--- config.mk ---
export PLATFORM = sky130hd
export DESIGN_NAME = alu_pipe_flat
export DESIGN_NICKNAME = d
export VERILOG_FILES = /design/src/rtl/alu_pkg.sv /design/src/rtl/alu_pipe_if.sv /design/src/rtl/alu_mul_seq.sv /design/src/rtl/alu_pipe.sv /design/src/flat_wrapper.sv
export SDC_FILE = /design/constraint.sdc
export NUM_CORES = 1
export LEC_CHECK = 0
export CORE_MARGIN = 2
export CORE_UTILIZATION = 35
export DETAILED_ROUTE_END_ITERATION = 16
export PLACE_DENSITY = 0.62
export SETUP_SLACK_MARGIN = 0.02
export SKIP_LAST_GASP = 1
export SLEW_MARGIN = 20
export SYNTH_ARGS = -nofsm -noshare
export SYNTH_HDL_FRONTEND = slang
export SYNTH_SLANG_ARGS = --single-unit
--- constraint.sdc ---
create_clock -name clk -period 2.37 [get_ports clk]
set_input_delay 0.474 -clock clk [delete_from_list [all_inputs] [get_ports clk]]
set_output_delay 0.474 -clock clk [all_outputs]
set_load 0.05 [all_outputs]
--- src/rtl/alu_pkg.sv ---
// Shared types for the registered ALU: opcodes, status flags and control states.
package alu_pkg;

  typedef enum logic [2:0] {
    OP_ADD = 3'd0,
    OP_SUB = 3'd1,
    OP_AND = 3'd2,
    OP_OR  = 3'd3,
    OP_XOR = 3'd4,
    OP_SHL = 3'd5,
    OP_SHR = 3'd6,
    OP_MUL = 3'd7
  } alu_op_e;

  typedef struct packed {
    logic zero;
    logic carry;
    logic neg;
    logic ovf;
  } alu_flags_t;

  typedef enum logic {
    ST_IDLE = 1'b0,
    ST_MUL  = 1'b1
  } alu_state_e;

endpackage

--- src/rtl/alu_pipe_if.sv ---
// Operand and result handshake bundle for alu_pipe; slave is the ALU side.
interface alu_pipe_if #(
  parameter int unsigned WIDTH = 8
);
  logic             in_valid;
  logic             in_ready;
  logic [WIDTH-1:0] in0;
  logic [WIDTH-1:0] in1;
  logic [2:0]       select;
  logic             out_valid;
  logic             out_ready;
  logic [WIDTH-1:0] result;
  logic             zero_flag;
  logic             carry_flag;
  logic             neg_flag;
  logic             ovf_flag;

  modport master (
    output in_valid, in0, in1, select, out_ready,
    input  in_ready, out_valid, result, zero_flag, carry_flag, neg_flag, ovf_flag
  );

  modport slave (
    input  in_valid, in0, in1, select, out_ready,
    output in_ready, out_valid, result, zero_flag, carry_flag, neg_flag, ovf_flag
  );
endinterface

--- src/rtl/alu_mul_seq.sv ---
// Radix-2 shift-add multiplier, one multiplier bit per clock, WIDTH iterations.
module alu_mul_seq #(
  parameter int unsigned WIDTH = 8
) (
  input  logic               clk,
  input  logic               rst_n,
  input  logic               start,
  input  logic [WIDTH-1:0]   multiplicand,
  input  logic [WIDTH-1:0]   multiplier,
  output logic               done,
  output logic [2*WIDTH-1:0] product
);
  localparam int unsigned CW = $clog2(WIDTH + 1);

  logic [2*WIDTH-1:0] acc_q, acc_d, mcand_q, mcand_d, sum;
  logic [WIDTH-1:0]   mplier_q, mplier_d;
  logic [CW-1:0]      cnt_q, cnt_d;
  logic               run_q, run_d;

  // product is the accumulator's next value, so the caller can capture the
  // final sum on the same edge as the last iteration
  always_comb begin
    sum      = acc_q + (mplier_q[0] ? mcand_q : '0);
    acc_d    = acc_q;
    mcand_d  = mcand_q;
    mplier_d = mplier_q;
    cnt_d    = cnt_q;
    run_d    = run_q;
    done     = 1'b0;
    if (start) begin
      acc_d    = '0;
      mcand_d  = {{WIDTH{1'b0}}, multiplicand};
      mplier_d = multiplier;
      cnt_d    = '0;
      run_d    = 1'b1;
    end else if (run_q) begin
      acc_d    = sum;
      mcand_d  = mcand_q << 1;
      mplier_d = mplier_q >> 1;
      cnt_d    = cnt_q + 1'b1;
      if (cnt_q == CW'(WIDTH - 1)) begin
        done  = 1'b1;
        run_d = 1'b0;
      end
    end
    product = sum;
  end

  always_ff @(posedge clk or negedge rst_n) begin
    if (!rst_n) begin
      acc_q    <= '0;
      mcand_q  <= '0;
      mplier_q <= '0;
      cnt_q    <= '0;
      run_q    <= 1'b0;
    end else begin
      acc_q    <= acc_d;
      mcand_q  <= mcand_d;
      mplier_q <= mplier_d;
      cnt_q    <= cnt_d;
      run_q    <= run_d;
    end
  end
endmodule

--- src/rtl/alu_pipe.sv ---
// Registered ALU with valid/ready in and out; define ALU_MUL_EN to enable the
// iterative multiplier for opcode 7 (otherwise it yields a single-cycle zero).
module alu_pipe
  import alu_pkg::*;
#(
  parameter int unsigned WIDTH = 8
) (
  input  logic     clk,
  input  logic     rst_n,
  alu_pipe_if.slave bus,
  output logic     busy
);
  localparam int unsigned SHW = $clog2(WIDTH);

  alu_op_e          op;
  logic [SHW-1:0]   sh;
  logic             in_ready, accept;
  logic [WIDTH:0]   wide;
  logic [WIDTH-1:0] res_c, load_res;
  alu_flags_t       flg_c, load_flg;
  logic             load;

  logic             out_valid_q, out_valid_d;
  logic [WIDTH-1:0] result_q, result_d;
  alu_flags_t       flags_q, flags_d;

  assign op       = alu_op_e'(bus.select);
  assign sh       = bus.in1[SHW-1:0];
  assign in_ready = !busy && (!out_valid_q || bus.out_ready);
  assign accept   = bus.in_valid && in_ready;

  // Single-cycle datapath; the extra bit of wide carries carry/borrow/shift-out
  always_comb begin
    wide  = '0;
    res_c = '0;
    flg_c = '0;
    unique case (op)
      OP_ADD: begin
        wide      = {1'b0, bus.in0} + {1'b0, bus.in1};
        res_c     = wide[WIDTH-1:0];
        flg_c.carry = wide[WIDTH];
        flg_c.ovf = (bus.in0[WIDTH-1] == bus.in1[WIDTH-1]) && (res_c[WIDTH-1] != bus.in0[WIDTH-1]);
      end
      OP_SUB: begin
        wide      = {1'b0, bus.in0} - {1'b0, bus.in1};
        res_c     = wide[WIDTH-1:0];
        flg_c.carry = wide[WIDTH];
        flg_c.ovf = (bus.in0[WIDTH-1] != bus.in1[WIDTH-1]) && (res_c[WIDTH-1] != bus.in0[WIDTH-1]);
      end
      OP_AND: res_c = bus.in0 & bus.in1;
      OP_OR:  res_c = bus.in0 | bus.in1;
      OP_XOR: res_c = bus.in0 ^ bus.in1;
      OP_SHL: begin
        wide        = {1'b0, bus.in0} << sh;
        res_c       = wide[WIDTH-1:0];
        flg_c.carry = wide[WIDTH];
      end
      OP_SHR: begin
        wide        = {bus.in0, 1'b0} >> sh;
        res_c       = wide[WIDTH:1];
        flg_c.carry = wide[0];
      end
      default: res_c = '0;
    endcase
    flg_c.zero = (res_c == '0);
    flg_c.neg  = res_c[WIDTH-1];
  end

`ifdef ALU_MUL_EN
  alu_state_e         state_q, state_d;
  logic               mul_start, mul_done;
  logic [2*WIDTH-1:0] product;
  alu_flags_t         mul_flg;

  assign mul_start = accept && (op == OP_MUL);

  alu_mul_seq #(.WIDTH(WIDTH)) u_mul (
    .clk          (clk),
    .rst_n        (rst_n),
    .start        (mul_start),
    .multiplicand (bus.in0),
    .multiplier   (bus.in1),
    .done         (mul_done),
    .product      (product)
  );

  always_ff @(posedge clk or negedge rst_n) begin
    if (!rst_n) state_q <= ST_IDLE;
    else        state_q <= state_d;
  end

  always_comb begin
    state_d = state_q;
    unique case (state_q)
      ST_IDLE: if (mul_start) state_d = ST_MUL;
      ST_MUL:  if (mul_done)  state_d = ST_IDLE;
      default: state_d = ST_IDLE;
    endcase
  end

  always_comb begin
    mul_flg.zero  = (product[WIDTH-1:0] == '0);
    mul_flg.carry = |product[2*WIDTH-1:WIDTH];
    mul_flg.neg   = product[WIDTH-1];
    mul_flg.ovf   = 1'b0;
    busy          = (state_q == ST_MUL);
    load          = (accept && (op != OP_MUL)) || (busy && mul_done);
    load_res      = busy ? product[WIDTH-1:0] : res_c;
    load_flg      = busy ? mul_flg : flg_c;
  end
`else
  always_comb begin
    busy     = 1'b0;
    load     = accept;
    load_res = res_c;
    load_flg = flg_c;
  end
`endif

  // A load on the same edge as a pop replaces the result and keeps out_valid high
  always_comb begin
    out_valid_d = load || (out_valid_q && !bus.out_ready);
    result_d    = load ? load_res : result_q;
    flags_d     = load ? load_flg : flags_q;
  end

  always_ff @(posedge clk or negedge rst_n) begin
    if (!rst_n) begin
      out_valid_q <= 1'b0;
      result_q    <= '0;
      flags_q     <= '0;
    end else begin
      out_valid_q <= out_valid_d;
      result_q    <= result_d;
      flags_q     <= flags_d;
    end
  end

  assign bus.in_ready   = in_ready;
  assign bus.out_valid  = out_valid_q;
  assign bus.result     = result_q;
  assign bus.zero_flag  = flags_q.zero;
  assign bus.carry_flag = flags_q.carry;
  assign bus.neg_flag   = flags_q.neg;
  assign bus.ovf_flag   = flags_q.ovf;
endmodule

--- src/flat_wrapper.sv ---
// flat-port wrapper written by rule: the top's interface ports become plain ports
module alu_pipe_flat import alu_pkg::*;
#(
  parameter int unsigned WIDTH = 8
)
  (clk, rst_n, busy, bus_in_valid, bus_in0, bus_in1, bus_select, bus_out_ready, bus_in_ready, bus_out_valid, bus_result, bus_zero_flag, bus_carry_flag, bus_neg_flag, bus_ovf_flag);
  alu_pipe_if #(.WIDTH(WIDTH)) bus_i ();
  input  logic clk;
  input  logic rst_n;
  output logic busy;
  input wire logic [$bits(bus_i.in_valid)-1:0] bus_in_valid;
  input wire logic [$bits(bus_i.in0)-1:0] bus_in0;
  input wire logic [$bits(bus_i.in1)-1:0] bus_in1;
  input wire logic [$bits(bus_i.select)-1:0] bus_select;
  input wire logic [$bits(bus_i.out_ready)-1:0] bus_out_ready;
  output wire logic [$bits(bus_i.in_ready)-1:0] bus_in_ready;
  output wire logic [$bits(bus_i.out_valid)-1:0] bus_out_valid;
  output wire logic [$bits(bus_i.result)-1:0] bus_result;
  output wire logic [$bits(bus_i.zero_flag)-1:0] bus_zero_flag;
  output wire logic [$bits(bus_i.carry_flag)-1:0] bus_carry_flag;
  output wire logic [$bits(bus_i.neg_flag)-1:0] bus_neg_flag;
  output wire logic [$bits(bus_i.ovf_flag)-1:0] bus_ovf_flag;
  assign bus_i.in_valid = bus_in_valid;
  assign bus_i.in0 = bus_in0;
  assign bus_i.in1 = bus_in1;
  assign bus_i.select = bus_select;
  assign bus_i.out_ready = bus_out_ready;
  assign bus_in_ready = bus_i.in_ready;
  assign bus_out_valid = bus_i.out_valid;
  assign bus_result = bus_i.result;
  assign bus_zero_flag = bus_i.zero_flag;
  assign bus_carry_flag = bus_i.carry_flag;
  assign bus_neg_flag = bus_i.neg_flag;
  assign bus_ovf_flag = bus_i.ovf_flag;
  alu_pipe #(.WIDTH(WIDTH)) u_core (.clk(clk), .rst_n(rst_n), .bus(bus_i), .busy(busy));
endmodule
==> results of run 1 <==
==> path summary, 6_finish.rpt <==
check,from,endpoint
max in group asynchronous,rst_n,u_core.bus.result[1]$_DFFE_PN0P_
min in group asynchronous,rst_n,u_core.bus.result[6]$_DFFE_PN0P_
worst min-delay path,u_core.bus.result[2]$_DFFE_PN0P_,u_core.bus.result[2]$_DFFE_PN0P_
worst max-delay path,bus_in0[0],u_core.bus.zero_flag$_DFFE_PN0P_
worst min register to register,u_core.bus.result[2]$_DFFE_PN0P_,u_core.bus.result[2]$_DFFE_PN0P_
worst max register to register,u_core.bus.out_valid$_DFF_PN0_,u_core.bus.zero_flag$_DFFE_PN0P_
==> timing repair <==
item                       4_1_cts  5_1_grt
resized for setup               75       48
buffers inserted                11       11
pin swaps                       26       27
setup endpoints to repair       11       10
==> cells in the mapped netlist, drive strengths merged, types with 3 or more instances <==
cell type  count
o21bai         5
buf           12
o211ai         3
a221o          3
nand3          4
a2111oi        3
and2           6
clkbuf         5
xnor2          5
dfrtp         12
a221oi         4
mux4           5
and3           3
nor2b          5
o21ai         12
a21oi         19
a22oi          6
mux2           5
nand2b         6
o2111ai        5
ha            25
a211oi         5
nor3           7
inv           22
nor2          15
nand2         22
mux2i          8
o221ai         3
==> cells by family after synthesis <==
group | Yosys count
buffers and inverters | 39
AND/OR/NAND/NOR | 76
multiplexers | 18
AO/OA/AOI/OAI | 86
flip-flops | 12
XOR/XNOR | 6
adder cells (fa/ha/maj) | 27
other | 1
==> metal layers <==
metal | vias to the layer above | GRT usage | part of all wire
li1 | 1288 | - | -
met5 | - | 0 | 0
met2 | 126 | 0.470 | 0.50
met3 | 35 | 0.0217 | 0.055
met4 | 0 | 0.108 | 0.044
met1 | 1284 | 0.314 | 0.40
==> metrics by stage <==
step                      hold WS [ns]  power, uW  std cells  setup TNS [ns]  setup slack [ns]
after floorplan                  0.178        736        265          -0.281            -0.281
after global placement           0.467       1130        468           -7.45             -1.04
after detailed placement         0.479       1140        468           -7.97             -1.12
after CTS                        0.491       1460        481          -0.844            -0.398
after global routing             0.501       1610        487          -0.967            -0.588
final                            0.487       1530        487          -0.594            -0.472
==> final cells by class <==
cell class | instances | area share
Multi-Input combinational cell | 214 | 0.515
Timing Repair Buffer | 160 | 0.343
Sequential cell | 12 | 0.0768
Inverter | 22 | 0.0275
Tap cell | 75 | 0.0240
Clock buffer | 4 | 0.0141
==> flip-flops by register name, indices dropped and copies added (netlist names) <==
name / cells
u_core.bus.result: 7
u_core.bus.carry_flag: 1
u_core.bus.neg_flag: 1
u_core.bus.out_valid: 1
u_core.bus.ovf_flag: 1
u_core.bus.zero_flag: 1
==> power by group <==
part	internal (uW)	leakage [uW]	switching (uW)
sequential	241	0.000146	20.4
combinational	494	0.00161	549
clock	147	0.0000288	74.4
==> results.json, run 1 <==
{
  "synth-seq-cells": 12,
  "grt_pass1_wl_mm": 13.4,
  "num_rows": 28,
  "ant_nets": 0,
  "multi_input_area_um2": 2010,
  "synthSimpleGateAreaFrac": 0.179,
  "synth_fa_ha_area_frac": 0.165,
  "crit_slowest_cell": "or4_4",
  "relSlewSlack": 0.640,
  "clock-sinks": 12,
  "synth_compound_area_frac": 0.290,
  "drive_above_1_share": 0.490,
  "syn_nets": 315,
  "ys_async_sr_fraction": 1.00,
  "drtIter0Drc": 206,
  "overflow": 0,
  "crit_fanout": 3,
  "min_path_type": "reg -> reg",
  "endpoint_kind": "register",
  "nFillCells": 489,
  "crit_type": "in -> reg",
  "syn_area_per_cell_um2": 8.06,
  "finalSetupViolCount": 3,
  "setup_ws_ns": -0.472,
  "syn_inst": 265,
  "violations": "negative setup slack",
  "final_util": 0.661,
  "dpl-instance-area_um2": 3390,
  "mostFrequentLayoutCell": "buf_4",
  "final_cell_mix": "113 x buf_4, 21 x nand2_1, 20 x clkdlybuf4s50_1",
  "antenna_found_initial": 0,
  "cts_tree": "yes",
  "viasPerCell": 5.61,
  "yosys_warnings": 0,
  "skew_ns": 0.00590,
  "rsz0062_at_grt": "true",
  "syn_area_um2": 2140,
  "drv_cap": 0,
  "fmax_mhz": 352,
  "cts_buffer_depth": 2,
  "cp.required_ns": 2.55,
  "startpoint_type": "input pin",
  "post-route-min-period_ns": 2.84,
  "cp_slowest_stage_delay_ns": 0.57,
  "p_per_area_nw_per_um2": 390,
  "nets": 463,
  "h-tree-depth": 1,
  "dr.pass1.iters": 5,
  "post_synth_num_cell_types": 59,
  "fp.dieArea_um2": 6750,
  "synthTopCellsByArea": "ha_1 15%, dfrtp_1 14%, mux4_2 5.3%",
  "clk_pin_slew_ns": 0.06,
  "globalplace.congestion": 1.02,
  "ys_seq_area_frac": 0.141,
  "final_area_um2": 3910,
  "routedWlPerCell_um": 18.1,
  "num_vias": 2733,
  "power.leakage_uw": 0.00178,
  "reg2reg_slack_ns": 0.27,
  "grt_pass1_vias": 2699,
  "core_region_area_um2": 5920,
  "drc_errors": 0,
  "yosysTopAreaCellShare": 0.146,
  "numCtsBuffers": 3,
  "yosys.area_share.xor_xnor": 0.0246,
  "die_height_um": 82.1,
  "ir_drop_v": 0.000353,
  "slew_violations": 0,
  "synth_ff_type": "dfrtp_1",
  "syn_to_final_growth_pct": 83.1,
  "die_w_um": 82.1,
  "numPortBuffers": 36,
  "grt_max_degree": 17,
  "synth_top_family_by_area": "compound AO/OA/AOI/OAI gates",
  "hold_violations": 0,
  "tightest_slew_ns": 0.538,
  "path_cells": "buf_12 > ha_4 > fa_2 > a21oi_2 > o21bai_1 > buf_4 > a221oi_4 > o2111ai_2 > or4_4 > a2111oi_4 > a32o_1",
  "synth_edf_count": 0,
  "groute.usage.overall": 0.260,
  "hpwl_mm": 6.55,
  "clockRootBuffer": "clkbuf_8",
  "critical_path_buf_inv_count": 2,
  "start_util": 0.361,
  "ff2ff_path_depth": 7,
  "ctsHoldBuffers": 0,
  "status": "finished, violations left",
  "cpLargestDelayFamily": "compound AO/OA/AOI/OAI gates",
  "pin_count": 38,
  "diodes": 0,
  "finalCritPeriodShare": 1.20,
  "synthMuxAreaShare": 0.117,
  "yosysTopAreaCell": "ha_1",
  "whs_path_depth": 1,
  "insertion_delay_ns": 0.24,
  "totalWireLength_mm": 8.80,
  "arrival_ns": 3.02,
  "seq_area_um2": 300,
  "worstSetupPathDepth": 11
}
Power figures use the tool's default switching activity.
==> run 2, diff against run 1 <==
--- a/config.mk
+++ b/config.mk
@@ -5,6 +5,7 @@
 export SDC_FILE = /design/constraint.sdc
 export NUM_CORES = 1
 export LEC_CHECK = 0
+export CORE_ASPECT_RATIO = 0.7
 export CORE_MARGIN = 2
 export CORE_UTILIZATION = 35
 export DETAILED_ROUTE_END_ITERATION = 16
==> results.json, run 2 (synthesis results as in run 1) <==
{
  "relSlewSlack": 0.609,
  "totalWireLength_mm": 8.87,
  "design_power_total_uw": 1510,
  "dr.pass1.iters": 5,
  "crit_type": "in -> reg",
  "globalplace.congestion": 1.00,
  "top_usage_layer": "met2",
  "post-route-min-period_ns": 2.70,
  "skew_ns": 0.00294,
  "clk_pin_slew_ns": 0.05,
  "crit_fanout": 6,
  "overflow": 0,
  "fp.dieArea_um2": 6760,
  "arrival_ns": 2.83,
  "num_vias": 2844,
  "start_util": 0.368,
  "reg2reg_slack_ns": 0.23,
  "routedWlPerCell_um": 18.0,
  "drive_above_1_share": 0.513,
  "core_region_area_um2": 5810,
  "slew_violations": 0,
  "cts_buffer_depth": 2,
  "diodes": 0,
  "finalCritPeriodShare": 1.14,
  "met1_usage": 0.323,
  "rsz0062_at_grt": "true",
  "drv_cap": 0,
  "insertion_delay_ns": 0.25,
  "hold_ws_ns": 0.501,
  "multi_input_area_um2": 2040,
  "dpl-instance-area_um2": 3350,
  "final_cell_mix": "117 x buf_4, 22 x nand2_1, 19 x clkdlybuf4s50_1",
  "hpwl_mm": 6.36,
  "p_per_area_nw_per_um2": 379,
  "final_area_um2": 3990,
  "cp.required_ns": 2.51,
  "syn_to_final_growth_pct": 86.6,
  "mostFrequentLayoutCell": "buf_4",
  "drtIter0Drc": 209,
  "seq_area_um2": 300,
  "num_rows": 23,
  "grt_pass1_vias": 2763,
  "final_util": 0.686,
  "nets": 471,
  "cp-startpoint": "bus_in1[0]",
  "clock-sinks": 12,
  "finalSetupViolCount": 2,
  "die_w_um": 97.4,
  "clockRootBuffer": "clkbuf_8",
  "groute.usage.overall": 0.243,
  "drc_errors": 0,
  "largest_register_ffs": 7,
  "grt_pass1_wl_mm": 13.4,
  "grt_util_met2": 0.383,
  "startpoint_type": "input pin",
  "h-tree-depth": 1,
  "ant_nets": 0,
  "pin_count": 38,
  "power.leakage_uw": 0.00180,
  "r2r-start": "u_core.bus.out_valid$_DFF_PN0_",
  "antenna_found_initial": 0,
  "ff2ff_path_depth": 12,
  "fmax_mhz": 371,
  "ir_drop_v": 0.000173,
  "min_path_type": "reg -> reg",
  "reg2reg_to": "u_core.bus.result[2]$_DFFE_PN0P_",
  "setup_ws_ns": -0.326,
  "status": "finished, violations left",
  "tightest_slew_ns": 0.581,
  "violations": "negative setup slack",
  "endpoint": "u_core.bus.result[2]$_DFFE_PN0P_",
  "endpoint_kind": "register",
  "numPortBuffers": 36,
  "grt_max_degree": 17,
  "nFillCells": 453,
  "viasPerCell": 5.76,
  "grt_use_met3": 0.0756,
  "pre_cts_ws_ns": -1.11,
  "numCtsBuffers": 3,
  "die_height_um": 69.4,
  "hold_violations": 0,
  "cts_tree": "yes"
}
run 2: cell count changes in the layout (fill, tap and decap cells not counted), moves of 2 or more:
cell and delta:
dlygate4sd2_1 -5, ha_4 +3, clkbuf_2 +4, buf_6 +5
a2111oi_2 -2, buf_4 +4, mux2i_2 +2, mux2i_1 -3
a2111oi_4 +2, ha_1 -2, nor3_1 +2
run 2: worst min-delay path by stage:
stage	from	end	slack (ns)	cells past startpoint
2_1_floorplan	rst_n	u_core.bus.carry_flag$_DFFE_PN0P_	0.18	0
3_3_place_gp	u_core.bus.result[5]$_DFFE_PN0P_	u_core.bus.result[5]$_DFFE_PN0P_	0.47	2
3_5_place_dp	u_core.bus.ovf_flag$_DFFE_PN0P_	u_core.bus.ovf_flag$_DFFE_PN0P_	0.49	1
4_1_cts	u_core.bus.ovf_flag$_DFFE_PN0P_	u_core.bus.ovf_flag$_DFFE_PN0P_	0.50	1
5_1_grt	u_core.bus.zero_flag$_DFFE_PN0P_	u_core.bus.zero_flag$_DFFE_PN0P_	0.52	1
6_report	u_core.bus.ovf_flag$_DFFE_PN0P_	u_core.bus.ovf_flag$_DFFE_PN0P_	0.50	1
run 2: cell type report:
cell class / instances / area share
inverter: 22 / 0.0270
sequential: 12 / 0.0753
multi-input combinational: 214 / 0.511
timing repair buffer: 168 / 0.353
clock buffer: 3 / 0.0104
tap: 75 / 0.0235
run 2: routing by layer:
metal | vias up | wire, um
li1 | 1298 | -
met1 | 1335 | 3540
met2 | 175 | 4030
met3 | 36 | 1020
met4 | 0 | 278
met5 | - | 0
run 2: metrics by stage:
stage	setup TNS, ns	std cells
5_1_grt	-0.723	494
6_report	-0.618	494
2_1_floorplan	-0.281	265
3_5_place_dp	-7.35	462
4_1_cts	-0.885	487
3_3_place_gp	-6.93	462
run 2: repair_timing:
action	4_1_cts	5_1_grt
resized for setup	108	43
pin swaps	32	23
setup buffers	22	11
endpoints found under the setup margin	11	10
hold buffers	0	0
run 2: critical path, stage by stage:
cell       delay, ns
buf_12          0.09
buf_8           0.12
inv_1           0.07
ha_1            0.21
nand2_1         0.09
o21ai_1         0.13
a2111oi_4       0.40
o211ai_1        0.22
buf_4           0.18
buf_4           0.12
buf_4           0.13
buf_4           0.13
buf_4           0.12
buf_4           0.13
buf_4           0.12
o21a_1          0.09
run 2: report_power, final:
part	switching, uW	total, uW	internal, uW	leakage, uW
sequential	18.3	260	241	0.000146
combinational	549	1060	507	0.00163
clock	82.1	195	113	0.0000216
==> run 3, diff against run 2 <==
--- a/config.mk
+++ b/config.mk
@@ -9,6 +9,7 @@
 export CORE_MARGIN = 2
 export CORE_UTILIZATION = 35
 export DETAILED_ROUTE_END_ITERATION = 16
+export HOLD_SLACK_MARGIN = 0.05
 export PLACE_DENSITY = 0.62
 export SETUP_SLACK_MARGIN = 0.02
 export SKIP_LAST_GASP = 1
==> results of run 3 <==
Final layout, timing and power as in run 2 (identical DEF).
